[config.mk]
export PLATFORM = sky130hd
export DESIGN_NAME = dcache_write_buffer
export DESIGN_NICKNAME = d
export VERILOG_FILES = /design/src/rtl/wb_pkg.sv /design/src/rtl/wb_line_fifo.sv /design/src/rtl/dcache_write_buffer.sv
export SDC_FILE = /design/constraint.sdc
export NUM_CORES = 1
export LEC_CHECK = 0
export CAP_MARGIN = 20
export CORE_UTILIZATION = 50
export DETAILED_ROUTE_END_ITERATION = 6
export PLACE_DENSITY_LB_ADDON = 0.12
export SLEW_MARGIN = 15
export SYNTH_ARGS = -nofsm -noshare
export SYNTH_HDL_FRONTEND = slang
export SYNTH_SLANG_ARGS = --single-unit
[constraint.sdc]
create_clock -name clk -period 8.15 [get_ports clk]
set_input_delay 1.63 -clock clk [delete_from_list [all_inputs] [get_ports clk]]
set_output_delay 1.63 -clock clk [all_outputs]
set_load 0.01 [all_outputs]
[src/rtl/wb_pkg.sv]
// Shared types and constants for the data-cache write buffer: FSM state encoding,
// bus constants and the line-offset helper.
package wb_pkg;

    typedef enum logic [1:0] {
        ST_IDLE  = 2'd0,
        ST_RD    = 2'd1,
        ST_WADDR = 2'd2,
        ST_WDATA = 2'd3
    } wb_state_t;

    localparam int         LINE_WORDS_DEF = 8;
    localparam int         LINE_OFF       = $clog2(LINE_WORDS_DEF) + 2;
    localparam logic [2:0] D_SIZE_WORD    = 3'b010;
    localparam logic [3:0] BE_FULL        = 4'b1111;

    // Number of byte-offset bits inside one line of lw 32-bit words.
    function automatic int line_off_bits(input int lw);
        return $clog2(lw) + 2;
    endfunction

endpackage

[src/rtl/wb_line_fifo.sv]
// Line FIFO for the write buffer: address flops, line storage with registered word
// read, pointers/count, and the parallel refill-address hazard compare.
module wb_line_fifo
    import wb_pkg::*;
#(
    parameter int DEPTH      = 2,
    parameter int LINE_WORDS = 8,
    parameter int AW         = 32,
    localparam int PW        = $clog2(DEPTH),
    localparam int BW        = $clog2(LINE_WORDS)
) (
    input  logic                       clk,
    input  logic                       rset,
    input  logic                       push_en,
    input  logic                       coalesce_allow,
    input  logic                       over_en,
    input  logic [AW-1:0]              push_addr,
    input  logic [32*LINE_WORDS-1:0]   push_data,
    input  logic                       pop_en,
    input  logic [AW-1:0]              rf_addr,
    input  logic [BW-1:0]              beat_sel,
    output logic [PW:0]                count,
    output logic [AW-1:0]              head_addr,
    output logic [31:0]                head_word,
    output logic                       hit,
    output logic                       coalesce
);

    localparam int            OFF       = line_off_bits(LINE_WORDS);
    localparam logic [AW-1:0] LINE_MASK = ~((AW'(1) << OFF) - AW'(1));

    logic [AW-1:0]             addr_reg [DEPTH];
    logic [32*LINE_WORDS-1:0]  line_mem [DEPTH];
    logic [PW-1:0]             rd_ptr_reg;
    logic [PW-1:0]             wr_ptr_reg;
    logic [PW:0]               count_reg;
    logic [31:0]               head_word_reg;
    logic [PW-1:0]             tail_ptr;
    logic [PW-1:0]             mem_wr_idx;
    logic [DEPTH-1:0]          hit_vec;

    assign tail_ptr   = wr_ptr_reg - PW'(1);
    assign mem_wr_idx = push_en ? wr_ptr_reg : tail_ptr;

    always_ff @(posedge clk or negedge rset) begin
        if (!rset) begin
            rd_ptr_reg <= '0;
            wr_ptr_reg <= '0;
            count_reg  <= '0;
            for (int i = 0; i < DEPTH; i++) begin
                addr_reg[i] <= '0;
            end
        end else begin
            if (push_en) begin
                addr_reg[wr_ptr_reg] <= push_addr & LINE_MASK;
                wr_ptr_reg           <= wr_ptr_reg + PW'(1);
            end
            if (pop_en) begin
                rd_ptr_reg <= rd_ptr_reg + PW'(1);
            end
            count_reg <= count_reg + (PW+1)'(push_en) - (PW+1)'(pop_en);
        end
    end

    // Line data lives in a plain array (no reset) so it can map onto block RAM.
    always_ff @(posedge clk) begin
        if (push_en || over_en) begin
            line_mem[mem_wr_idx] <= push_data;
        end
        head_word_reg <= line_mem[rd_ptr_reg][{beat_sel, 5'd0} +: 32];
    end

    for (genvar gi = 0; gi < DEPTH; gi++) begin : g_cmp
        logic [PW-1:0] slot_off;
        assign slot_off    = PW'(gi) - rd_ptr_reg;
        assign hit_vec[gi] = ({1'b0, slot_off} < count_reg) &&
                             (addr_reg[gi] == (rf_addr & LINE_MASK));
    end

    assign hit       = |hit_vec;
    assign coalesce  = coalesce_allow && (count_reg != '0) &&
                       (addr_reg[tail_ptr] == (push_addr & LINE_MASK));
    assign count     = count_reg;
    assign head_addr = (count_reg != '0) ? addr_reg[rd_ptr_reg] : '0;
    assign head_word = head_word_reg;

endmodule

[src/rtl/dcache_write_buffer.sv]
// Data-cache write buffer: queues evicted lines, drains them as INCR write bursts and
// arbitrates the shared d-side address bus with refill reads. Optional: WB_COALESCE_EN.
module dcache_write_buffer
    import wb_pkg::*;
#(
    parameter int DEPTH      = 2,
    parameter int LINE_WORDS = 8,
    parameter int AW         = 32
) (
    input  logic                      clk,
    input  logic                      rset,
    input  logic                      wb_push_valid,
    output logic                      wb_push_ready,
    input  logic [AW-1:0]             wb_push_addr,
    input  logic [32*LINE_WORDS-1:0]  wb_push_data,
    input  logic                      rf_req,
    input  logic [AW-1:0]             rf_addr,
    output logic                      rf_grant,
    output logic                      rf_done,
    output logic                      wb_empty,
    output logic [AW-1:0]             d_addr,
    output logic                      d_addr_valid,
    output logic                      d_we,
    output logic [2:0]                d_size,
    output logic [7:0]                d_lens,
    output logic [31:0]               d_wr_data,
    output logic                      d_wr_valid,
    output logic [3:0]                d_byte_enable,
    output logic                      d_wr_wlast,
    input  logic                      d_valid_clear,
    input  logic                      d_wr_next,
    input  logic                      d_wr_finish,
    input  logic                      d_rd_dready,
    input  logic                      d_rlast
);

    localparam int PW = $clog2(DEPTH);
    localparam int BW = $clog2(LINE_WORDS);
    localparam logic [BW-1:0] LAST_BEAT = BW'(LINE_WORDS - 1);

    wb_state_t      state_reg;
    logic [BW-1:0]  beat_reg;
    logic [BW-1:0]  beat_next;
    logic           rd_acc_reg;
    logic           rf_done_reg;

    logic [PW:0]    count;
    logic [AW-1:0]  head_addr;
    logic [31:0]    head_word;
    logic           hit;
    logic           coalesce;
    logic           coalesce_allow;
    logic           draining;
    logic           pop;
    logic           alloc;
    logic           over;
    logic           full;

    assign draining = (state_reg == ST_WADDR) || (state_reg == ST_WDATA);
    assign full     = (count == (PW+1)'(DEPTH));
    assign pop      = (state_reg == ST_WDATA) && d_wr_finish;

`ifdef WB_COALESCE_EN
    // The head line is already on the bus once draining starts, so it cannot be rewritten.
    assign coalesce_allow = !(draining && (count == (PW+1)'(1)));
`else
    assign coalesce_allow = 1'b0;
`endif

    assign wb_push_ready = !full || pop || coalesce;
    assign alloc         = wb_push_valid && wb_push_ready && !coalesce;
    assign over          = wb_push_valid && coalesce;

    wb_line_fifo #(
        .DEPTH      (DEPTH),
        .LINE_WORDS (LINE_WORDS),
        .AW         (AW)
    ) u_fifo (
        .clk            (clk),
        .rset           (rset),
        .push_en        (alloc),
        .coalesce_allow (coalesce_allow),
        .over_en        (over),
        .push_addr      (wb_push_addr),
        .push_data      (wb_push_data),
        .pop_en         (pop),
        .rf_addr        (rf_addr),
        .beat_sel       (beat_next),
        .count          (count),
        .head_addr      (head_addr),
        .head_word      (head_word),
        .hit            (hit),
        .coalesce       (coalesce)
    );

    // beat_next also addresses the registered word read, so data tracks the beat.
    always_comb begin
        beat_next = beat_reg;
        if ((state_reg == ST_WADDR) && d_valid_clear) begin
            beat_next = '0;
        end else if ((state_reg == ST_WDATA) && d_wr_next && !d_wr_finish &&
                     (beat_reg != LAST_BEAT)) begin
            beat_next = beat_reg + BW'(1);
        end
    end

    always_ff @(posedge clk or negedge rset) begin
        if (!rset) begin
            state_reg   <= ST_IDLE;
            beat_reg    <= '0;
            rd_acc_reg  <= 1'b0;
            rf_done_reg <= 1'b0;
        end else begin
            rf_done_reg <= 1'b0;
            beat_reg    <= beat_next;
            case (state_reg)
                ST_IDLE: begin
                    // rf_req is still high while rf_done shows; don't restart that refill.
                    if (full) begin
                        state_reg <= ST_WADDR;
                    end else if (rf_req && !hit && !rf_done_reg) begin
                        state_reg  <= ST_RD;
                        rd_acc_reg <= 1'b0;
                    end else if (count != '0) begin
                        state_reg <= ST_WADDR;
                    end
                end
                ST_RD: begin
                    if (d_valid_clear) begin
                        rd_acc_reg <= 1'b1;
                    end
                    if (d_rd_dready && d_rlast) begin
                        rf_done_reg <= 1'b1;
                        state_reg   <= ST_IDLE;
                    end
                end
                ST_WADDR: begin
                    if (d_valid_clear) begin
                        state_reg <= ST_WDATA;
                    end
                end
                ST_WDATA: begin
                    if (d_wr_finish) begin
                        state_reg <= ST_IDLE;
                    end
                end
                default: state_reg <= ST_IDLE;
            endcase
        end
    end

    assign rf_grant      = (state_reg == ST_RD);
    assign rf_done       = rf_done_reg;
    assign wb_empty      = (count == '0) && !draining;
    assign d_addr        = rf_grant ? rf_addr : head_addr;
    assign d_we          = !rf_grant && (count != '0);
    assign d_addr_valid  = (state_reg == ST_WADDR) || (rf_grant && !rd_acc_reg);
    assign d_size        = D_SIZE_WORD;
    assign d_lens        = 8'(LINE_WORDS - 1);
    assign d_byte_enable = BE_FULL;
    assign d_wr_valid    = (state_reg == ST_WDATA);
    assign d_wr_data     = d_wr_valid ? head_word : 32'd0;
    assign d_wr_wlast    = d_wr_valid && (beat_reg == LAST_BEAT);

endmodule

==> results.yml <==
synthesis:
  synth_ff_type: "edfxtp_1"
  synthTopCellsByArea: "edfxtp_1 (63%), mux2i_1 (9.0%), dfrtp_1 (6.7%)"
  synth_compound_area_share_pct: 3.53
  syn_area_per_cell_um2: 17.3
  synthSimpleGateAreaFrac_pct: 4.82
  ys_warn_count: 0
  yosys.area_share.adder_pct: 0.155
  synth_top_family_by_area: "multiplexers"
  synth-xor-area-share_pct: 2.13
  netlist.area_leader.share_pct: 63.4
  synth.distinct_cells: 47
  async_reset_ff_share_pct: 10.7
  ys_seq_elements: 609
  netlist_area_mm2: 0.0242
  synthCells: 1404
  muxShareOfSynthArea_pct: 14.5
  synth_edf_count: 512
  seq_area_frac_synth_pct: 72.8
  synth.largest_area_cell: "edfxtp_1"
drt:
  ant_nets: 0
  wire_per_inst_um: 23.7
  initialDrtViolationCount: 934
  vias: 13900
  drc: 0
  via_per_inst: 5.58
  drt-total-wl_um: 59100
  dr.pass1.iters: 5
global_routing:
  grt_max_degree: 174
  grt_util_met2_pct: 39.6
  grt_pass1_vias: 14400
  antenna_found_initial: 22
  met3_usage_pct: 6.24
  grt_pass1_wl_um: 86600
  busiest_layer: "met2"
  grt.overflow.total: 0
  groute.layer.met1.usage_pct: 30.3
  track_usage_pct: 23.7
floorplan:
  die_w_um: 222
  rows: 80
  die_area_mm2: 0.0494
  die_height_um: 222
  core_mm2: 0.0477
  ioPinCount: 416
  initial_core_util_pct: 50.8
finish:
  fill_cells: 3425
  final_util_pct: 64.8
  layout_common_cells: "edfxtp_1 (512), clkdlybuf4s50_1 (394), mux2i_1 (219)"
  final_area_mm2: 0.0309
  instances_no_fill: 2491
  area_delta_synth_final_pct: 27.6
  largest_reg_flops: 512
  nNetsFinal: 2146
  post_route_cells_drive_above_1_share_pct: 11.7
  layout_commonest_cell: "edfxtp_1"
worst_setup_path:
  critPathSlowestCell: "buf_4"
  critPathKind: "reg -> out"
  critPathTopFamily: "buffers and inverters"
  path_cells: "buf_4 -> mux2i_1 -> o21ai_0 -> clkdlybuf4s50_1"
  cp.depth: 4
  r2r_slack_ns: 4.34
  worstPathMaxFanout: 46
  startpoint_type: "register"
  cp-end-kind: "output pin"
  r2r_start: "state_reg[0]"
  cp_num_buf_inv: 2
  critPathArrivalTime_ns: 3.45
  ff2ff_path_depth: 9
  critPathRequiredTime_ns: 6.52
  critPathMaxStageDelay_ns: 0.92
  reg2reg_to: "u_fifo.head_word[2]"
timing:
  finClkSkew_ns: 0.0133
  finalHoldViolCount: 0
  maxSlewHeadroom_pct: 26.4
  tightestPinTransition_ns: 1.10
  fmax_mhz: 197
  finalSetupTns_ns: 0
  rsz0062_at_grt: "false"
  slew_viol_final: 0
  timing.hold.ws_ns: 0.553
  period_needed_ns: 5.08
  setup_viol_count_final: 0
  finalCritPeriodShare_pct: 62.3
power:
  vdd_ir_drop_max_mv: 0.224
  p_leak_uw: 0.0108
  p_per_area_mw_per_mm2: 352
clock_tree:
  cts_buffers: 61
  cts_tree: "done"
  numClockSinks: 609
  clk_root_buffer_cell: "clkbuf_16"
  post-cts-setup-buffers: 0
  clk_latency_ns: 0.62
  ctsResizeCount: 0
  ctsHoldBuffers: 0
  clock_path_buffers: 3
  path_clk_slew_ns: 0.06
  cts_htree_levels: 2
flow_run:
  cap_violations: 0
min_path:
  hold_path.class: "reg -> reg"
  hold_depth: 1
  whs_endpoint: "u_fifo.addr_reg[23]"
  hold_path_startpoint: "u_fifo.addr_reg[23]"
placed_design:
  dp_cells: 2364
  gp_congestion: 0.820
  port-buffer-count: 395
  placed_area_mm2: 0.0288
  hpwl_um: 36300
status:
  outcome: "finished, final reports clean"
## metal layers
metal	vias to the layer above	routed length (µm)
met4	22	1150
met5	-	142
met1	7023	24000
met3	99	4480
met2	421	29400
li1	6342	-
## final cells by class
class / count / area (µm²) / area share, %
sequential: 609 / 17600 / 57.0
multi-input combinational: 719 / 6200 / 20.0
timing repair buffer: 419 / 4210 / 13.6
clock buffer: 86 / 1740 / 5.63
tap: 615 / 769 / 2.49
clock inverter: 29 / 327 / 1.06
antenna: 10 / 25.0 / 0.0809
inverter: 4 / 22.5 / 0.0728
## where the power goes
group | total, µW | internal (µW) | switching, µW
sequential | 4690 | 4350 | 339
clock | 2850 | 1700 | 1150
combinational | 3340 | 1570 | 1760
## kinds of logic after synthesis
kind of cell / Yosys count
other: 2
and+or+nand+nor: 196
adders and majority gates: 3
buffers and inverters: 89
muxes: 305
AOI/OAI and AO/OA: 141
xor gates and xnor gates: 59
DFF: 609
## cells in the mapped netlist, drive strengths merged (7+ instances only)
master,number
clkbuf,37
and3,33
o22ai,96
mux2,54
mux4,32
xnor2,16
nand2,39
buf,48
nor2,14
dfrtp,65
nor4,12
or4,32
xor2,43
dfxtp,32
nor2b,28
o21ai,34
mux2i,219
edfxtp,512
and2b,7
## worst max path at each step
stage,start,end,slack [ns]
floorplan,d_wr_finish,u_fifo.line_mem[1][0],0.15
global placement,d_wr_finish,u_fifo.head_word[4],3.14
detailed placement,d_wr_finish,u_fifo.head_word[2],3.04
CTS,state_reg[0],d_addr[4],2.99
global route,u_fifo.rd_ptr_reg,d_addr[28],2.87
finish,u_fifo.rd_ptr_reg,d_addr[28],3.07
## stage by stage
step	power [µW]	worst slack, ns
2_1_floorplan	6890	0.155
3_3_place_gp	8010	3.14
3_5_place_dp	8100	3.04
4_1_cts	11000	2.99
5_1_grt	11400	2.87
6_report	10900	3.07
Power figures use the tool's default switching activity.
